[src/rtl/bash_line_io.sv]
// Terminal-side endpoint of the bash line protocol: edits a command line with echo,
// delivers it to a command module, then prints that module's reply and acknowledges it.
module bash_line_io #(
  parameter int MAX_LEN = 31
) (
  input  logic       clk,
  input  logic       rst_n,
  input  logic       kb_valid,
  input  logic [7:0] kb_ascii,
  output logic       vm_we,
  output logic [7:0] vm_char,
  output logic       out_newASCII_ready,
  output logic [5:0] out_lineLen,
  output logic [7:0] lineOut,
  input  logic       lineOut_nextASCII,
  input  logic       in_newASCII_ready,
  input  logic [7:0] lineIn,
  output logic       lineIn_nextASCII,
  input  logic       in_solved,
  output logic       out_solved
);

  typedef enum logic [2:0] {EDIT, DELIVER, TERM, WAIT, OUT, SOLVE} state_t;

  state_t     state;
  logic [7:0] line_buf [32];
  logic [5:0] len;
  logic [5:0] idx;
  logic       printable;
  logic       store;

  assign printable = (kb_ascii >= 8'h20) && (kb_ascii <= 8'h7E);
  assign store     = (state == EDIT) && kb_valid && printable && (len < 6'(MAX_LEN));

  // Character at position n of the current line; the slot at len is the terminator.
  function automatic logic [7:0] char_at(input logic [5:0] n);
    return (n == len) ? 8'h00 : line_buf[n[4:0]];
  endfunction

  always_ff @(posedge clk) begin
    if (store)
      line_buf[len[4:0]] <= kb_ascii;
  end

  always_ff @(posedge clk or negedge rst_n) begin
    if (!rst_n) begin
      state              <= EDIT;
      len                <= '0;
      idx                <= '0;
      vm_we              <= 1'b0;
      vm_char            <= '0;
      out_newASCII_ready <= 1'b0;
      out_lineLen        <= '0;
      lineOut            <= '0;
      lineIn_nextASCII   <= 1'b0;
      out_solved         <= 1'b0;
    end else begin
      vm_we            <= 1'b0;
      lineIn_nextASCII <= 1'b0;
      out_solved       <= 1'b0;
      case (state)
        EDIT: begin
          if (kb_valid) begin
            if (printable) begin
              if (len < 6'(MAX_LEN)) begin
                len     <= len + 6'd1;
                vm_we   <= 1'b1;
                vm_char <= kb_ascii;
              end
            end else if (kb_ascii == 8'h08) begin
              if (len != 6'd0) begin
                len     <= len - 6'd1;
                vm_we   <= 1'b1;
                vm_char <= 8'h08;
              end
            end else if ((kb_ascii == 8'h0D) || (kb_ascii == 8'h0A)) begin
              vm_we   <= 1'b1;
              vm_char <= 8'h0A;
              idx     <= '0;
              state   <= DELIVER;
            end
          end
        end
        // The first DELIVER cycle only loads the presentation registers, so the
        // line appears one cycle after the Enter echo.
        DELIVER: begin
          if (!out_newASCII_ready) begin
            out_newASCII_ready <= 1'b1;
            out_lineLen        <= len;
            lineOut            <= char_at(6'd0);
          end else if (idx == len) begin
            state <= TERM;
          end else if (lineOut_nextASCII) begin
            idx     <= idx + 6'd1;
            lineOut <= char_at(idx + 6'd1);
          end
        end
        TERM: begin
          out_newASCII_ready <= 1'b0;
          lineOut            <= 8'h00;
          state              <= WAIT;
        end
        WAIT: begin
          if (in_solved) begin
            out_solved <= 1'b1;
            vm_we      <= 1'b1;
            vm_char    <= 8'h0A;
            state      <= SOLVE;
          end else if (in_newASCII_ready) begin
            state <= OUT;
          end
        end
        // A pending character is only taken when the previous pulse has ended,
        // which limits the reply rate to one character every two cycles.
        OUT: begin
          if (in_solved) begin
            out_solved <= 1'b1;
            vm_we      <= 1'b1;
            vm_char    <= 8'h0A;
            state      <= SOLVE;
          end else if (in_newASCII_ready && (lineIn != 8'h00) && !lineIn_nextASCII) begin
            vm_we            <= 1'b1;
            vm_char          <= lineIn;
            lineIn_nextASCII <= 1'b1;
          end
        end
        SOLVE: begin
          if (!in_solved) begin
            len   <= '0;
            state <= EDIT;
          end
        end
        default: state <= EDIT;
      endcase
    end
  end

endmodule

[config.mk]
export PLATFORM = sky130hd
export DESIGN_NAME = bash_line_io
export DESIGN_NICKNAME = d
export VERILOG_FILES = /design/src/rtl/bash_line_io.sv
export SDC_FILE = /design/constraint.sdc
export NUM_CORES = 1
export LEC_CHECK = 0
export BUFFER_PORTS_ARGS = -buffer_cell sky130_fd_sc_hd__buf_2
export CELL_PAD_IN_SITES_DETAIL_PLACEMENT = 0
export CELL_PAD_IN_SITES_GLOBAL_PLACEMENT = 2
export CORE_MARGIN = 3
export CORE_UTILIZATION = 46
export CTS_CLUSTER_DIAMETER = 150
export CTS_CLUSTER_SIZE = 24
export DETAILED_ROUTE_END_ITERATION = 10
export PLACE_DENSITY_LB_ADDON = 0.2
export SLEW_MARGIN = 20
export SYNTH_ARGS = -nofsm -noshare
export SYNTH_HDL_FRONTEND = slang
export SYNTH_SLANG_ARGS = --single-unit
[constraint.sdc]
create_clock -name clk -period 3.05 [get_ports clk]
set_clock_uncertainty 0.1 [all_clocks]
set_input_delay 0.305 -clock clk [delete_from_list [all_inputs] [get_ports clk]]
set_output_delay 0.305 -clock clk [all_outputs]
set_load 0.01 [all_outputs]
==> metrics, run 1 <==
Buffers on Ports=47; H-tree lvl count=1; Slew Limit Fails=0; Min-Delay Path Class=input pin to flip-flop; Worst Setup Start Kind=flip-flop; commonest cells after routing, fill and taps aside=256 x edfxtp_1, 96 x nand2_1, 64 x mux4_2, 64 x buf_4, 54 x nor2_1; final net count=905; fin crit share=between 80% and 90%; largest net degree at the start of global routing=42; Via density=5.78; met3 Usage GRT=roughly 2.8%; CP Class=flip-flop to flip-flop; row count=59; top post-synthesis cells by area=edfxtp_1 61%, mux4_2 11%, dfrtp_1 8.2%; TritonCTS clock tree=built; Area after DPL=13,600 um2; DRC violations left=0; FMAX=between 0.3 and 0.4 GHz; Max-slew headroom=46.7%; RR Startpoint=state[1]$_DFFE_PN0P_; Worst-path clk slew=~0.1 ns; Primary FF master, synth=edfxtp_1; WL/cell=approximately 24 um; Register-to-Register Path Depth=6; Post-synth EDFFs=approximately 260; Post-Place Setup Slack=approximately 0.075 ns; # setup viols final=0; Worst Max-Slew Pin Slew=approximately 0.79 ns; commonest non-fill, non-tap cell in the layout=edfxtp_1; P_leak=between 0.005 and 0.006 uW; DRT Pass-1 Iters=4; Yosys top cell area share=roughly 61%; Post-DP HPWL=19,700 um; WP data arrival=~3.0 ns; Detailed Route WL=a little under 30,000 um; grt peak-use layer=met2; area delta synth->final=12.7%; R2R Setup Slk=between 0.3 and 0.4 ns; post-synthesis instance area=roughly 13,000 um2; vias post-DR=7,059; number of DRC violations after detailed-routing iteration 0=between 600 and 700; FF+latch count, synth=297; Remaining Overflow, GRT=0; Die Y=around 170 um; Post-DRT Antenna Nets=0; Worst Slack Setup Final=about 0.37 ns; global-route wire length before repair=between 40,000 and 50,000 um; postcts setup bufs=0; max cap viols=0; post-synthesis cell count=767; post-synthesis cell type count=between 50 and 60; Finished Cell Area=between 10,000 and 15,000 um2; P per Cell Area=about 840 nW/um2; die area=slightly below 30,000 um2; number of global-route vias before repair=~7,300; grt met1 use=between 30% and 40%; met2 usage=33.5%; Synth warnings=0; core footprint=between 20,000 and 30,000 um2; RePlAce Congestion=approximately 0.8; Post-CTS Hold Fix Bufs=4; ys async rst share=between 10% and 20%; Die X=between 150 and 200 um; worst setup path start=state[1]$_DFFE_PN0P_; Worst Setup EP=vm_char[3]$_DFFE_PN0P_; Avg Synthesized Cell Area=about 16 um2; initial antenna violation count=0; Worst-Skew Late Latency=roughly 0.51 ns; dpl cells=1,190; VDD IR max=approximately 0.51 mV; Starting Density=between 40 and 50%; Hold Vio Cnt, Final=0; Max clock buf depth=3; Sink Count=297; r2r endpoint=vm_char[3]$_DFFE_PN0P_; Layout Cells excl Fill=approximately 1,200; Final TNS setup=0 ns; outcome=finished, final reports clean; layout cells sized above 1=25.1%; CP required=3.33 ns; Antenna diodes=0; post-route core utilization=a little over half; RSZ-0062 raised after global routing=false; worst-path fanout max=14; top cell type by total area after synthesis=edfxtp_1; CTS buffer count=16; Final min period=about 2.7 ns; CP endpoint kind=flip-flop; post-CTS sizing=0; Clock Tree Root=clkbuf_16; GRT Overall Usage=20.7%; total I/O pin count=between 40 and 50; sequential share of the synthesized area=69.5%
-- cell families (layout without fill, tap and decap cells) --
group           after synthesis  in the layout  share of synthesized area (%)
xor+xnor                     16             16                           1.12
buf+inv                      44            157                           1.51
fa+ha+maj                     6              6                          0.658
mux                          92             92                           13.9
flops                       297            297                           69.5
simple gates                241            241                           8.74
other cells                   1              8                         0.0299
compound gates               70             70                           4.60
-- routing by layer --
| layer | up-vias | routed length (um) |
|---|---|---|
| met5 | - | 0 |
| met4 | 0 | 548 |
| met3 | 31 | 1590 |
| met2 | 201 | 14300 |
| met1 | 3619 | 13200 |
| li1 | 3208 | - |
-- worst min path at each step --
stage | from | to | slack, ns | depth (start not counted)
5_1_grt | in_newASCII_ready | state[1]$_DFFE_PN0P_ | 0.04 | 3
3_3_place_gp | rst_n | lineOut[2]$_DFFE_PN0P_ | 0.24 | 1
2_1_floorplan | rst_n | idx[0]$_DFFE_PN0P_ | -0.09 | 0
3_5_place_dp | rst_n | lineOut[2]$_DFFE_PN0P_ | 0.24 | 1
6_report | in_newASCII_ready | state[1]$_DFFE_PN0P_ | 0.03 | 3
4_1_cts | in_newASCII_ready | state[1]$_DFFE_PN0P_ | 0.009 | 3
-- critical path: stages, from the launching register on --
cell and delay [ns]:
dfrtp_1 0.63, nand2b_1 0.30, o22ai_1 0.26, a311oi_1 0.60, o31a_1 0.32, a2bb2oi_1 0.09
mux2_2 0.26
-- registers in the layout, indices dropped and copies added, names as in the netlist, 3 cells and up --
| register | count |
|---|---|
| idx | 6 |
| len | 6 |
| lineOut | 8 |
| line_buf | 256 |
| out_lineLen | 6 |
| state | 3 |
| vm_char | 8 |
-- cell type report --
| class | instances | area, um2 |
|---|---|---|
| Fill cell | 2191 | 12300 |
| Inverter | 12 | 45.0 |
| Clock buffer | 27 | 463 |
| Timing Repair Buffer | 117 | 796 |
| Sequential cell | 297 | 8720 |
| Clock inverter | 1 | 16.3 |
| Multi-Input combinational cell | 433 | 3680 |
| Tap cell | 335 | 419 |
-- metrics by stage --
stage                     total power, uW  hold WS (ns)
final                               11800        0.0268
after floorplan                      8090       -0.0906
after global routing                12500        0.0355
after detailed placement             9660         0.235
after global placement               9590         0.235
after CTS                           11900       0.00893
-- synthesized netlist by cell type (2+ instances only) --
cell type / count
xor2_1: 9
dfrtp_1: 41
nor3_1: 8
a211o_1: 2
a21oi_1: 4
nand2b_1: 4
a311oi_4: 2
o21ai_0: 12
mux2i_1: 12
nor4_1: 4
nand3_1: 41
a31oi_1: 3
mux2_2: 16
inv_1: 12
xnor2_1: 7
a311oi_1: 2
o32a_1: 2
o21ai_1: 2
a22o_1: 7
a211oi_1: 3
o31ai_1: 9
clkbuf_1: 14
and3_1: 20
edfxtp_1: 256
o22ai_1: 2
nor2b_1: 3
a21o_1: 5
nand2_1: 96
ha_1: 5
nand4b_1: 2
nor2_1: 54
buf_1: 4
buf_2: 13
mux4_2: 64
and2_1: 4
-- power breakdown --
part | internal (uW) | switching, uW
Sequential | 4660 | 343
Clock | 1060 | 1240
Combinational | 1960 | 2540
Total | 7690 | 4130
Note: power is estimated with default switching activity, not from simulation.
==> run 2, diff against run 1 <==
- CELL_PAD_IN_SITES_DETAIL_PLACEMENT: 0 -> unset
- CELL_PAD_IN_SITES_GLOBAL_PLACEMENT: 2 -> unset
- CORE_UTILIZATION: 46 -> 61
==> run 2 against run 1 <==
- via count rose by 2.9%
- fmax fell by 2.1%
- setup slack got worse by 0.058 ns
- hold slack improved by 0.0080 ns
- total power fell by 1.3%
- critical path type unchanged
- first-iteration DRC count rose by 32%
==> metrics, run 2 (synthesis gave the netlist of run 1 again) <==
RSZ-0062 raised after global routing=false; met1 WL=11,300 um (-14%); cell family with the largest share of critical-path delay=compound AO/OA/AOI/OAI gates; slowest stage cell, crit path=a311oi_4; CP Class=flip-flop to flip-flop; area delta synth->final=11.4%; WL met2=13,800 um (-3.3%); total I/O pin count=48 (unchanged); Max clock buf depth=3 (unchanged); final net count=896 (-0.99%); Worst-path clk slew=0.10 ns (about the same); cell count along the critical path=6 (unchanged); fill cell count=1,260 (-42%); DRC violations left=0 (unchanged); max cap viols=0 (unchanged); Largest register FFs=256 (unchanged); fin crit share=89.9% (+1.9 points); global-route wire length before repair=44,000 um (-2.9%); Die X=149 um (-13%); Worst Max-Slew Pin Slew=0.962 ns (+0.168 ns); H-tree lvl count=1 (unchanged); Die Y=149 um (-13%); Worst Slack Setup Final=0.308 ns (-0.0579 ns); Remaining Overflow, GRT=0 (unchanged); Max-slew headroom=35.9% (-11 points); Worst-Skew Late Latency=0.50 ns (about the same); Slew Limit Fails=0 (unchanged); # setup viols final=0 (unchanged); Cell Chain, Critical Path=nor2_1 -> nand2_1 -> o21ai_0 -> o21ai_1 -> a311oi_4 -> mux2_2; Post-DP HPWL=18,700 um (-5.0%); DRT Pass-1 Iters=5 (+1); Hold Slack=0.0348 ns (+0.00797 ns); vias post-DR=7,262 (+2.9%); Post-DRT Antenna Nets=0 (unchanged); CP endpoint kind=flip-flop; CP required=3.34 ns (about the same); Post-CTS Hold Fix Bufs=3 (-1); Worst Setup EP=vm_char[2]$_DFFE_PN0P_; number of global-route vias before repair=7,448 (+1.4%); Min-Delay Path Class=input pin to flip-flop; FMAX=0.365 GHz (-2.1%); Sink Count=297 (unchanged); Final TNS setup=0 ns (unchanged); Clock Tree Root=clkbuf_16; largest net degree at the start of global routing=45 (+7.1%); critical path's largest stage delay=0.63 ns (about the same); WP data arrival=3.03 ns (+0.07 ns); Starting Density=63.2% (+16 points); highest metal used=met4; P_leak=0.00498 uW (-0.95%); commonest cells after routing, fill and taps aside=256 x edfxtp_1, 96 x nand2_1, 64 x mux4_2; Final min period=2.74 ns (+0.0579 ns); CTS buffer count=16 (unchanged); post-route core utilization=70.4% (+17 points); WP buf/inv=0 (unchanged); Via density=6.35 (+10%); die area=22,300 um2 (-24%); P per Cell Area=835 nW/um2 (about the same); r2r endpoint=vm_char[2]$_DFFE_PN0P_; Register-to-Register Path Depth=6 (unchanged); worst-path fanout max=12 (-2); Worst Setup Start Kind=flip-flop; core footprint=19,800 um2 (-25%); VDD IR max=0.690 mV (+34%); layout cells sized above 1=24.5% (-0.65 points); worst setup path start=len[2]$_DFFE_PN0P_; row count=51 (-14%); post-CTS sizing=0 (unchanged); RR Startpoint=len[2]$_DFFE_PN0P_; Hold Path Depth=3 (unchanged); Detailed Route WL=28,400 um (-4.0%); GRT Overall Usage=26.3% (+5.6 points); outcome=finished, final reports clean; R2R Setup Slk=0.31 ns (-0.06 ns); RePlAce Congestion=0.887 (+10%); initial antenna violation count=0 (unchanged); Buffers on Ports=47 (unchanged); Hold Vio Cnt, Final=0 (unchanged); TritonCTS clock tree=built; Post-Place Setup Slack=0.225 ns (+0.150 ns); Antenna diodes=0 (unchanged); WL/cell=24.8 um (+2.7%); WL met3=2390 um (+50%); commonest non-fill, non-tap cell in the layout=edfxtp_1; postcts setup bufs=0 (unchanged); number of DRC violations after detailed-routing iteration 0=839 (+32%)
[run 2: changes by cell type in the layout (fill, tap and decap cells not counted)]
| cell | delta |
|---|---|
| dlygate4sd3_1 | -1 |
| buf_4 | -7 |
| buf_12 | -1 |
[run 2: final cells by class]
class / instances / area [um2] / share of cell area (%)
Clock buffer: 27 / 463 / 3.31
Clock inverter: 1 / 16.3 / 0.116
Inverter: 12 / 45.0 / 0.322
Multi-Input combinational cell: 433 / 3680 / 26.4
Sequential cell: 297 / 8720 / 62.4
Tap cell: 265 / 332 / 2.37
Timing Repair Buffer: 108 / 713 / 5.10
[run 2: metrics by stage]
step / area, um2 / power, uW / instances
final: 14000 / 11700 / 1143
after global routing: 14000 / 12200 / 1143
after CTS: 14000 / 11700 / 1143
after detailed placement: 13500 / 9430 / 1112
after global placement: 13500 / 9280 / 1112
after floorplan: 12600 / 8090 / 774
[run 2: power by group]
| group | switching, uW | internal (uW) |
|---|---|---|
| clock | 1220 | 1060 |
| combinational | 2510 | 1890 |
| sequential | 317 | 4670 |
[run 2: routing by layer]
layer / vias to the layer above / track usage (%)
met3: 52 / 3.37
met4: 0 / 8.51
li1: 3177 / -
met1: 3639 / 37.8
met5: - / 0
met2: 394 / 42.9
[run 2: worst min-delay path, cell delays in order]
cell and delay, ns:
buf_2 0.13, nand4b_1 0.12, nor2_1 0.05
[run 2: worst min-delay path by stage]
stage                           startpoint                          to  slack (ns)
detailed placement  vm_char[3]$_DFFE_PN0P_      vm_char[3]$_DFFE_PN0P_        0.39
floorplan                            rst_n          idx[0]$_DFFE_PN0P_       -0.09
global route             in_newASCII_ready  lineIn_nextASCII$_DFF_PN0_        0.03
global placement                     rst_n  out_lineLen[3]$_DFFE_PN0P_        0.38
CTS                      in_newASCII_ready  lineIn_nextASCII$_DFF_PN0_        0.01
finish                   in_newASCII_ready  lineIn_nextASCII$_DFF_PN0_        0.03
